===== config.mk =====
export PLATFORM = sky130hd
export DESIGN_NAME = unsigned_clz_divider_flat
export DESIGN_NICKNAME = d
export VERILOG_FILES = /design/src/rtl/unsigned_clz_divider_if.sv /design/src/rtl/unsigned_clz_divider.sv /design/src/flat_wrapper.sv
export SDC_FILE = /design/constraint.sdc
export NUM_CORES = 1
export LEC_CHECK = 0
export ABC_CLOCK_PERIOD_IN_PS = 3500
export CORE_UTILIZATION = 45
export CTS_CLUSTER_SIZE = 24
export DETAILED_ROUTE_END_ITERATION = 8
export MAX_ROUTING_LAYER = met4
export PLACE_DENSITY = 0.75
export SYNTH_ARGS = -nofsm -noshare
export SYNTH_HDL_FRONTEND = slang
export SYNTH_SLANG_ARGS = --single-unit

===== constraint.sdc =====
create_clock -name clk -period 3.5 [get_ports clk]
set_input_delay 0.525 -clock clk [delete_from_list [all_inputs] [get_ports clk]]
set_output_delay 0.525 -clock clk [all_outputs]
set_load 0.005 [all_outputs]

===== src/rtl/unsigned_clz_divider_if.sv =====
// Request/response bundle between the div_unit requester (master) and the divider (slave).
// Operands and CLZ counts are meaningful only in the cycle start is accepted.
interface unsigned_clz_divider_if #(
    parameter int DATA_WIDTH = 32
);
    localparam int CLZW = $clog2(DATA_WIDTH);

    logic                  start;
    logic [DATA_WIDTH-1:0] dividend;
    logic [CLZW-1:0]       dividend_CLZ;
    logic [DATA_WIDTH-1:0] divisor;
    logic [CLZW-1:0]       divisor_CLZ;
    logic                  divisor_is_zero;
    logic                  busy;
    logic                  done;
    logic [DATA_WIDTH-1:0] quotient;
    logic [DATA_WIDTH-1:0] remainder;

    modport master (
        output start, dividend, dividend_CLZ, divisor, divisor_CLZ, divisor_is_zero,
        input  busy, done, quotient, remainder
    );

    modport slave (
        input  start, dividend, dividend_CLZ, divisor, divisor_CLZ, divisor_is_zero,
        output busy, done, quotient, remainder
    );
endinterface


===== src/rtl/unsigned_clz_divider.sv =====
// Radix-2 restoring unsigned divider; UNSIGNED_DIV_EARLY_TERM_EN enables CLZ alignment/early exit.
// Latency: 1 edge for fast paths, N+1 edges otherwise (N = CLZ gap + 1, or DATA_WIDTH without the macro).
// Backpressure: start is accepted only while busy is low; requests during busy/done are dropped.
module unsigned_clz_divider #(
    parameter int DATA_WIDTH = 32
) (
    input logic                    clk,
    input logic                    rst,
    unsigned_clz_divider_if.slave  div_if
);
    localparam int CLZW = $clog2(DATA_WIDTH);

    typedef enum logic [1:0] {IDLE, RUN, FIN} state_t;

    state_t                state_q, state_d;
    logic [DATA_WIDTH-1:0] rem_q, rem_d;
    logic [DATA_WIDTH-1:0] dvs_q, dvs_d;
    logic [DATA_WIDTH-1:0] quo_q, quo_d;
    logic [DATA_WIDTH-1:0] quotient_q, quotient_d;
    logic [DATA_WIDTH-1:0] remainder_q, remainder_d;
    logic [CLZW-1:0]       cnt_q, cnt_d;

    logic [DATA_WIDTH:0]   part;
    logic [DATA_WIDTH:0]   diff;
    logic [DATA_WIDTH-1:0] rem_next, quo_next, dvs_next;

`ifdef UNSIGNED_DIV_EARLY_TERM_EN
    logic [CLZW-1:0] shift;
    assign shift = div_if.divisor_CLZ - div_if.dividend_CLZ;

    // Divisor is pre-aligned to the dividend MSB and walks right one bit per step.
    always_comb begin
        part     = {1'b0, rem_q};
        diff     = part - {1'b0, dvs_q};
        rem_next = diff[DATA_WIDTH] ? rem_q : diff[DATA_WIDTH-1:0];
        quo_next = {quo_q[DATA_WIDTH-2:0], ~diff[DATA_WIDTH]};
        dvs_next = dvs_q >> 1;
    end
`else
    // Classic form: dividend bits shift out of quo_q into the partial remainder.
    always_comb begin
        part     = {rem_q, quo_q[DATA_WIDTH-1]};
        diff     = part - {1'b0, dvs_q};
        rem_next = diff[DATA_WIDTH] ? part[DATA_WIDTH-1:0] : diff[DATA_WIDTH-1:0];
        quo_next = {quo_q[DATA_WIDTH-2:0], ~diff[DATA_WIDTH]};
        dvs_next = dvs_q;
    end
`endif

    always_comb begin
        state_d     = state_q;
        rem_d       = rem_q;
        dvs_d       = dvs_q;
        quo_d       = quo_q;
        cnt_d       = cnt_q;
        quotient_d  = quotient_q;
        remainder_d = remainder_q;
        case (state_q)
            IDLE: begin
                if (div_if.start) begin
                    if (div_if.divisor_is_zero) begin
                        quotient_d  = '1;
                        remainder_d = div_if.dividend;
                        state_d     = FIN;
`ifdef UNSIGNED_DIV_EARLY_TERM_EN
                    end else if (div_if.divisor_CLZ < div_if.dividend_CLZ) begin
                        quotient_d  = '0;
                        remainder_d = div_if.dividend;
                        state_d     = FIN;
                    end else begin
                        rem_d   = div_if.dividend;
                        dvs_d   = div_if.divisor << shift;
                        quo_d   = '0;
                        cnt_d   = shift;
                        state_d = RUN;
                    end
`else
                    end else begin
                        rem_d   = '0;
                        dvs_d   = div_if.divisor;
                        quo_d   = div_if.dividend;
                        cnt_d   = CLZW'(DATA_WIDTH - 1);
                        state_d = RUN;
                    end
`endif
                end
            end
            RUN: begin
                rem_d = rem_next;
                quo_d = quo_next;
                dvs_d = dvs_next;
                cnt_d = cnt_q - 1'b1;
                if (cnt_q == '0) begin
                    quotient_d  = quo_next;
                    remainder_d = rem_next;
                    state_d     = FIN;
                end
            end
            FIN:     state_d = IDLE;
            default: state_d = IDLE;
        endcase
    end

    always_ff @(posedge clk or negedge rst) begin
        if (!rst) begin
            state_q     <= IDLE;
            rem_q       <= '0;
            dvs_q       <= '0;
            quo_q       <= '0;
            cnt_q       <= '0;
            quotient_q  <= '0;
            remainder_q <= '0;
        end else begin
            state_q     <= state_d;
            rem_q       <= rem_d;
            dvs_q       <= dvs_d;
            quo_q       <= quo_d;
            cnt_q       <= cnt_d;
            quotient_q  <= quotient_d;
            remainder_q <= remainder_d;
        end
    end

    assign div_if.busy      = (state_q != IDLE);
    assign div_if.done      = (state_q == FIN);
    assign div_if.quotient  = quotient_q;
    assign div_if.remainder = remainder_q;
endmodule

===== src/flat_wrapper.sv =====
// flat-port wrapper written by rule: the top's interface ports become plain ports
module unsigned_clz_divider_flat 
#(
    parameter int DATA_WIDTH = 32
)
  (clk, rst, div_if_start, div_if_dividend, div_if_dividend_CLZ, div_if_divisor, div_if_divisor_CLZ, div_if_divisor_is_zero, div_if_busy, div_if_done, div_if_quotient, div_if_remainder);
  unsigned_clz_divider_if #(.DATA_WIDTH(DATA_WIDTH)) div_if_i ();
  input logic clk;
  input logic rst;
  input wire logic [$bits(div_if_i.start)-1:0] div_if_start;
  input wire logic [$bits(div_if_i.dividend)-1:0] div_if_dividend;
  input wire logic [$bits(div_if_i.dividend_CLZ)-1:0] div_if_dividend_CLZ;
  input wire logic [$bits(div_if_i.divisor)-1:0] div_if_divisor;
  input wire logic [$bits(div_if_i.divisor_CLZ)-1:0] div_if_divisor_CLZ;
  input wire logic [$bits(div_if_i.divisor_is_zero)-1:0] div_if_divisor_is_zero;
  output wire logic [$bits(div_if_i.busy)-1:0] div_if_busy;
  output wire logic [$bits(div_if_i.done)-1:0] div_if_done;
  output wire logic [$bits(div_if_i.quotient)-1:0] div_if_quotient;
  output wire logic [$bits(div_if_i.remainder)-1:0] div_if_remainder;
  assign div_if_i.start = div_if_start;
  assign div_if_i.dividend = div_if_dividend;
  assign div_if_i.dividend_CLZ = div_if_dividend_CLZ;
  assign div_if_i.divisor = div_if_divisor;
  assign div_if_i.divisor_CLZ = div_if_divisor_CLZ;
  assign div_if_i.divisor_is_zero = div_if_divisor_is_zero;
  assign div_if_busy = div_if_i.busy;
  assign div_if_done = div_if_i.done;
  assign div_if_quotient = div_if_i.quotient;
  assign div_if_remainder = div_if_i.remainder;
  unsigned_clz_divider #(.DATA_WIDTH(DATA_WIDTH)) u_core (.clk(clk), .rst(rst), .div_if(div_if_i));
endmodule

# --- Yosys cells after proc, flatten, opt, wreduce, memory -nomap -nowiden ---
# Index checks and enable logic that the tools add are counted.
word_totals:
  register_bits: 167
  word_cells: 47
classes:
  n_addsub: 2
  eq_ne: 6
  n_mux: 22
  bitwise: 2
  n_reduce_logical: 8
op_table:
  columns: ["op", "count"]
  rows:
  - ["32-bit two-way mux", 11]
  - ["32-bit case mux with 2 select lines", 4]
  - ["33-bit by 32-bit subtractor with 33-bit output", 1]
  - ["5-bit two-way mux", 2]
  - ["5-bit case mux with 2 select lines", 1]
  - ["2-bit two-way mux", 3]
  - ["2-bit inequality test (second input constant)", 3]
  - ["3-bit AND reduction", 2]
  - ["5-bit zero test", 1]
  - ["5-bit by 1-bit subtractor with 5-bit output (second input constant)", 1]
  - ["2-bit case mux with 2 select lines", 1]
  - ["4-bit AND reduction", 1]
  - ["2-bit nonzero test", 2]
  - ["2-bit by 1-bit equality test with 1-bit output (second input constant)", 1]
  - ["2-bit equality test (second input constant)", 1]
  - ["2-bit zero test", 1]
  - ["2-bit by 1-bit inequality test with 1-bit output (second input constant)", 1]
  - ["1-bit inverter", 2]
  - ["2-bit AND reduction", 1]

# --- Depth between registers and ports, before layout ---
logic_depth:
  word_depth: 4
  ltp_mapped: 14
  mapped_depth_nobuf: 12

# --- Least setup slack after synthesis ---
# OpenSTA, ideal clock, no wires.
synth_path:
  kind: "register to register"
  start: "register u_core.quo_q[31]"
  end: "register u_core.remainder_q[8] (netlist: u_core.div_if.remainder[8])"
  arrival_ns: 2.645
  t_required_ns: 3.381
  slack_ns: 0.736
  stages_incl_launch_ff: 14
  synth_period_minus_slack_ns: 2.764
  cell_sequence: "dfrtp_1 inv_1 ha_1 inv_1 fa_1 a211oi_1 o211ai_1 a21o_1 o211ai_1 o211a_1 buf_4 mux2i_1 o21ai_1 o21a_1"
synth_via:
  elab_chain_cells: 4
synth_lines:
  columns: ["element", "line_no", "text"]
  rows:
  - ["from (decl)", "unsigned_clz_divider.sv:18", "logic [DATA_WIDTH-1:0] quo_q, quo_d;"]
  - ["from (signal assigned)", "unsigned_clz_divider.sv:117", "quo_q <= quo_d;"]
  - ["33-bit by 32-bit subtractor with 33-bit output", "unsigned_clz_divider.sv:43", "diff = part - {1'b0, dvs_q};"]
  - ["32-bit two-way mux", "unsigned_clz_divider.sv:44", "rem_next = diff[DATA_WIDTH] ? part[DATA_WIDTH-1:0] : diff[DATA_WIDTH-1:0];"]
  - ["32-bit two-way mux", "unsigned_clz_divider.sv:93", "if (cnt_q == '0) begin"]
  - ["32-bit case mux with 2 select lines", "unsigned_clz_divider.sv:58", "case (state_q)"]
  - ["to (signal assigned)", "unsigned_clz_divider.sv:120", "remainder_q <= remainder_d;"]
  - ["to (decl)", "unsigned_clz_divider.sv:20", "logic [DATA_WIDTH-1:0] remainder_q, remainder_d;"]
# No other way between the ends. The select of a mux whose other input is x is not followed.
# A chain may end at the register's enable or synchronous reset.

# --- Final worst setup path ---
layout_path:
  start: "register u_core.quo_q[31]"
  end: "register u_core.remainder_q[26] (netlist: u_core.div_if.remainder[26])"
# The elaborated chain is that of the path after synthesis.

==> flow_metrics.env <==
export IMPL_syn2layout_area_growth_pct=24.3
export IMPL_layout_drive_gt1_share_pct=5.97
export IMPL_endpoint_kind="flip-flop"
export IMPL_fin_crit_ns=3.34
export IMPL_grt_pass1_vias=7607
export IMPL_status="completed"
export IMPL_power_mw=11.9
export IMPL_synth_edf_count=0
export IMPL_placed_cells=1388
export IMPL_dr_pass1_iters=7
export IMPL_ys_seq_area_share_pct=46.4
export IMPL_synthArstFlopShare_pct=100
export IMPL_cts_hold_buf=0
export IMPL_clock_root_buffer="clkbuf_16"
export IMPL_setup_viol=0
export IMPL_first_iter_violations=458
export IMPL_grt_pass1_wl_um=38200
export IMPL_synthDistinctLibCells=57
export IMPL_hold_viol=0
export IMPL_min_path_type="in2async"
export IMPL_syn_nets=1145
export IMPL_path_clk_slew_ns=0.07
export IMPL_vias=7859
export IMPL_overflow=0
export IMPL_die_w_um=143
export IMPL_drc_errors=0
export IMPL_ir_drop_mv=0.522
export IMPL_cap_viol_max_count=0
export IMPL_finalNetCount=1255
export IMPL_path_max_fanout=3
export IMPL_yosysTopAreaCellShare_pct=46.4
export IMPL_utilization_pct=57.3
export IMPL_post_drt_wl_per_cell_um=16.8
export IMPL_cts_sinks=167
export IMPL_gp_congestion=0.919
export IMPL_die_y_um=143
export IMPL_tns_ns=0
export IMPL_yosysTopAreaCell="dfrtp_1"
export IMPL_antenna_found_initial=0
export IMPL_p_leak_nw=5.20
export IMPL_fin_skew_ns=0.0135
export IMPL_vias_per_cell=5.53
export IMPL_slew_violations=0
export IMPL_synth_cells=1032
export IMPL_synthesis_area_sq_mm=0.00900
export IMPL_path_class="reg2reg"
export IMPL_max_clock_freq_mhz=300
export IMPL_rsz0062_at_grt="no"
export IMPL_power_density_mw_per_mm2=1060
export IMPL_grt_total_usage_pct=24.7
export IMPL_die_area_sq_mm=0.0206
export IMPL_finalCritPeriodShare_pct=95.4
export IMPL_cts_tree="yes"
export IMPL_wirelength_um=23800
export IMPL_syn_area_per_cell_sq_um=8.73
export IMPL_slew_limit_headroom_pct=51.9
export IMPL_post_dp_hpwl_um=17400
export IMPL_n_antenna_cell=0
export IMPL_ios=144
export IMPL_detail_route_antenna_nets=0
export IMPL_cts_max_path_buffers=2
export IMPL_tightest_slew_ns=0.721
export IMPL_cts_buffers_inserted=17
export IMPL_synth_warnings=0
export IMPL_arrival_ns=3.69
export IMPL_fin_cells=1420
export IMPL_required_ns=3.85
export IMPL_ys_flop_type="dfrtp_1"
export IMPL_start_util_pct=46.1
export IMPL_core_area_sq_mm=0.0195
export IMPL_grt_start_max_net_pins=79
export IMPL_yosys_register_bits=167
export IMPL_port_buffers=133
export IMPL_placementRows=51
export IMPL_cts_htree_levels=4
export IMPL_startpoint_type="flip-flop"
export IMPL_clock_latency_ns=0.44
export IMPL_netlist_top_cells_area="dfrtp_1 46%, nand2_1 8.7%, o21ai_0 8.6%, ha_1 4.7%, a21oi_1 4.7%"
-- what timing repair did --
| item | CTS | global route |
|---|---|---|
| resized for setup | 0 | 2 |
| setup buffers | 0 | 0 |
| setup endpoints to repair | 0 | 18 |
-- cells in the mapped netlist, drive strengths merged (4+ instances only) --
| library cell | instances |
|---|---|
| nand4 | 6 |
| and2 | 6 |
| dfrtp | 167 |
| or3 | 4 |
| xor2 | 14 |
| o21ai | 162 |
| nand2b | 7 |
| a31oi | 10 |
| buf | 9 |
| or2 | 4 |
| nand3 | 7 |
| mux2i | 32 |
| inv | 43 |
| a21o | 25 |
| nor3 | 13 |
| nand2 | 209 |
| nor2 | 37 |
| xnor2 | 14 |
| o31ai | 6 |
| o211ai | 7 |
| a211oi | 6 |
| o21a | 10 |
| ha | 34 |
| a21oi | 84 |
| and3 | 27 |
| clkbuf | 53 |
-- placed cells by master (no fill, tap or decap), types with 7 or more instances in the layout --
master / Yosys / routed
nand2_1: 209 / 209
dfrtp_1: 167 / 167
o21ai_0: 154 / 154
clkdlybuf4s50_1: 0 / 132
a21oi_1: 84 / 84
inv_1: 43 / 43
nor2_1: 37 / 37
ha_1: 34 / 34
mux2i_1: 32 / 32
and3_1: 26 / 26
a21o_1: 25 / 24
clkbuf_16: 0 / 17
buf_4: 4 / 17
xor2_1: 14 / 14
xnor2_1: 14 / 14
nor3_1: 13 / 13
o21a_1: 10 / 10
a31oi_1: 10 / 10
o21ai_1: 8 / 8
nand3_1: 7 / 7
inv_6: 0 / 7
-- report_power, final --
part / total (mW) / switching [mW] / internal, mW
Combinational: 6.66 / 3.79 / 2.87
Clock: 1.83 / 0.881 / 0.950
Sequential: 3.39 / 0.565 / 2.82
-- stage by stage --
step / area [sq um] / hold WS [ns] / setup WS, ns
CTS: 11200 / 0.138 / 0.0848
finish: 11200 / 0.0843 / 0.162
global route: 11200 / 0.149 / 0.00272
global placement: 10600 / 0.451 / 0.214
floorplan: 9000 / 0.229 / 0.736
detailed placement: 10600 / 0.456 / 0.159
-- flip-flops by register name (all words and copies together) (netlist names) --
signal	flops
u_core.cnt_q	5
u_core.div_if.quotient	32
u_core.div_if.remainder	32
u_core.dvs_next	32
u_core.quo_q	32
u_core.rem_q	32
u_core.state_q	2
-- critical path: stages (launching register included) --
cell and delay [ns]:
dfrtp_1 0.40, inv_1 0.06, ha_1 0.19, inv_1 0.07, fa_1 0.45, a211oi_2 0.25, o211ai_1 0.19, a21o_1 0.24
o211ai_1 0.33, o211ai_4 0.15, a2111oi_0 0.50, buf_4 0.20, a31oi_1 0.05, a31oi_1 0.20
-- cell type report --
cell class / count / area, sq um
inverters: 43 / 161
repair buffers: 153 / 1520
fillers: 1787 / 8330
well taps: 265 / 332
clock inverters: 15 / 145
clock buffers: 17 / 425
flip-flops and latches: 167 / 4180
multi-input cells: 760 / 4430
-- metal layers --
metal / routed length [um] / track usage [%] / vias up
li1: - / - / 3821
met1: 10100 / 30.1 / 3774
met2: 11900 / 41.2 / 221
met3: 1160 / 4.30 / 43
met4: 722 / 8.62 / 0
met5: 0 / - / -
-- cell families after synthesis --
kind of cell | Yosys count | synth area share, %
fa+ha+maj | 35 | 4.95
simple gates | 330 | 16.1
xor+xnor | 28 | 2.72
mux | 33 | 3.68
flops | 167 | 46.4
compound gates | 334 | 21.5
buf+inv | 105 | 4.72
-- worst paths after layout --
kind	start	endpoint	slack [ns]	cells after the start
max	u_core.quo_q[31]$_DFFE_PN0P_	u_core.div_if.remainder[26]$_DFFE_PN0P_	0.16	13
min in group clk	u_core.div_if.quotient[23]$_DFFE_PN0P_	u_core.div_if.quotient[23]$_DFFE_PN0P_	0.47	2
min reg2reg	u_core.div_if.quotient[23]$_DFFE_PN0P_	u_core.div_if.quotient[23]$_DFFE_PN0P_	0.47	2
max reg2reg	u_core.quo_q[31]$_DFFE_PN0P_	u_core.div_if.remainder[26]$_DFFE_PN0P_	0.16	13
min	rst	u_core.div_if.quotient[31]$_DFFE_PN0P_	0.08	1
max in group asynchronous	rst	u_core.quo_q[1]$_DFFE_PN0P_	2.57	2
(Power assumes the default switching activity.)
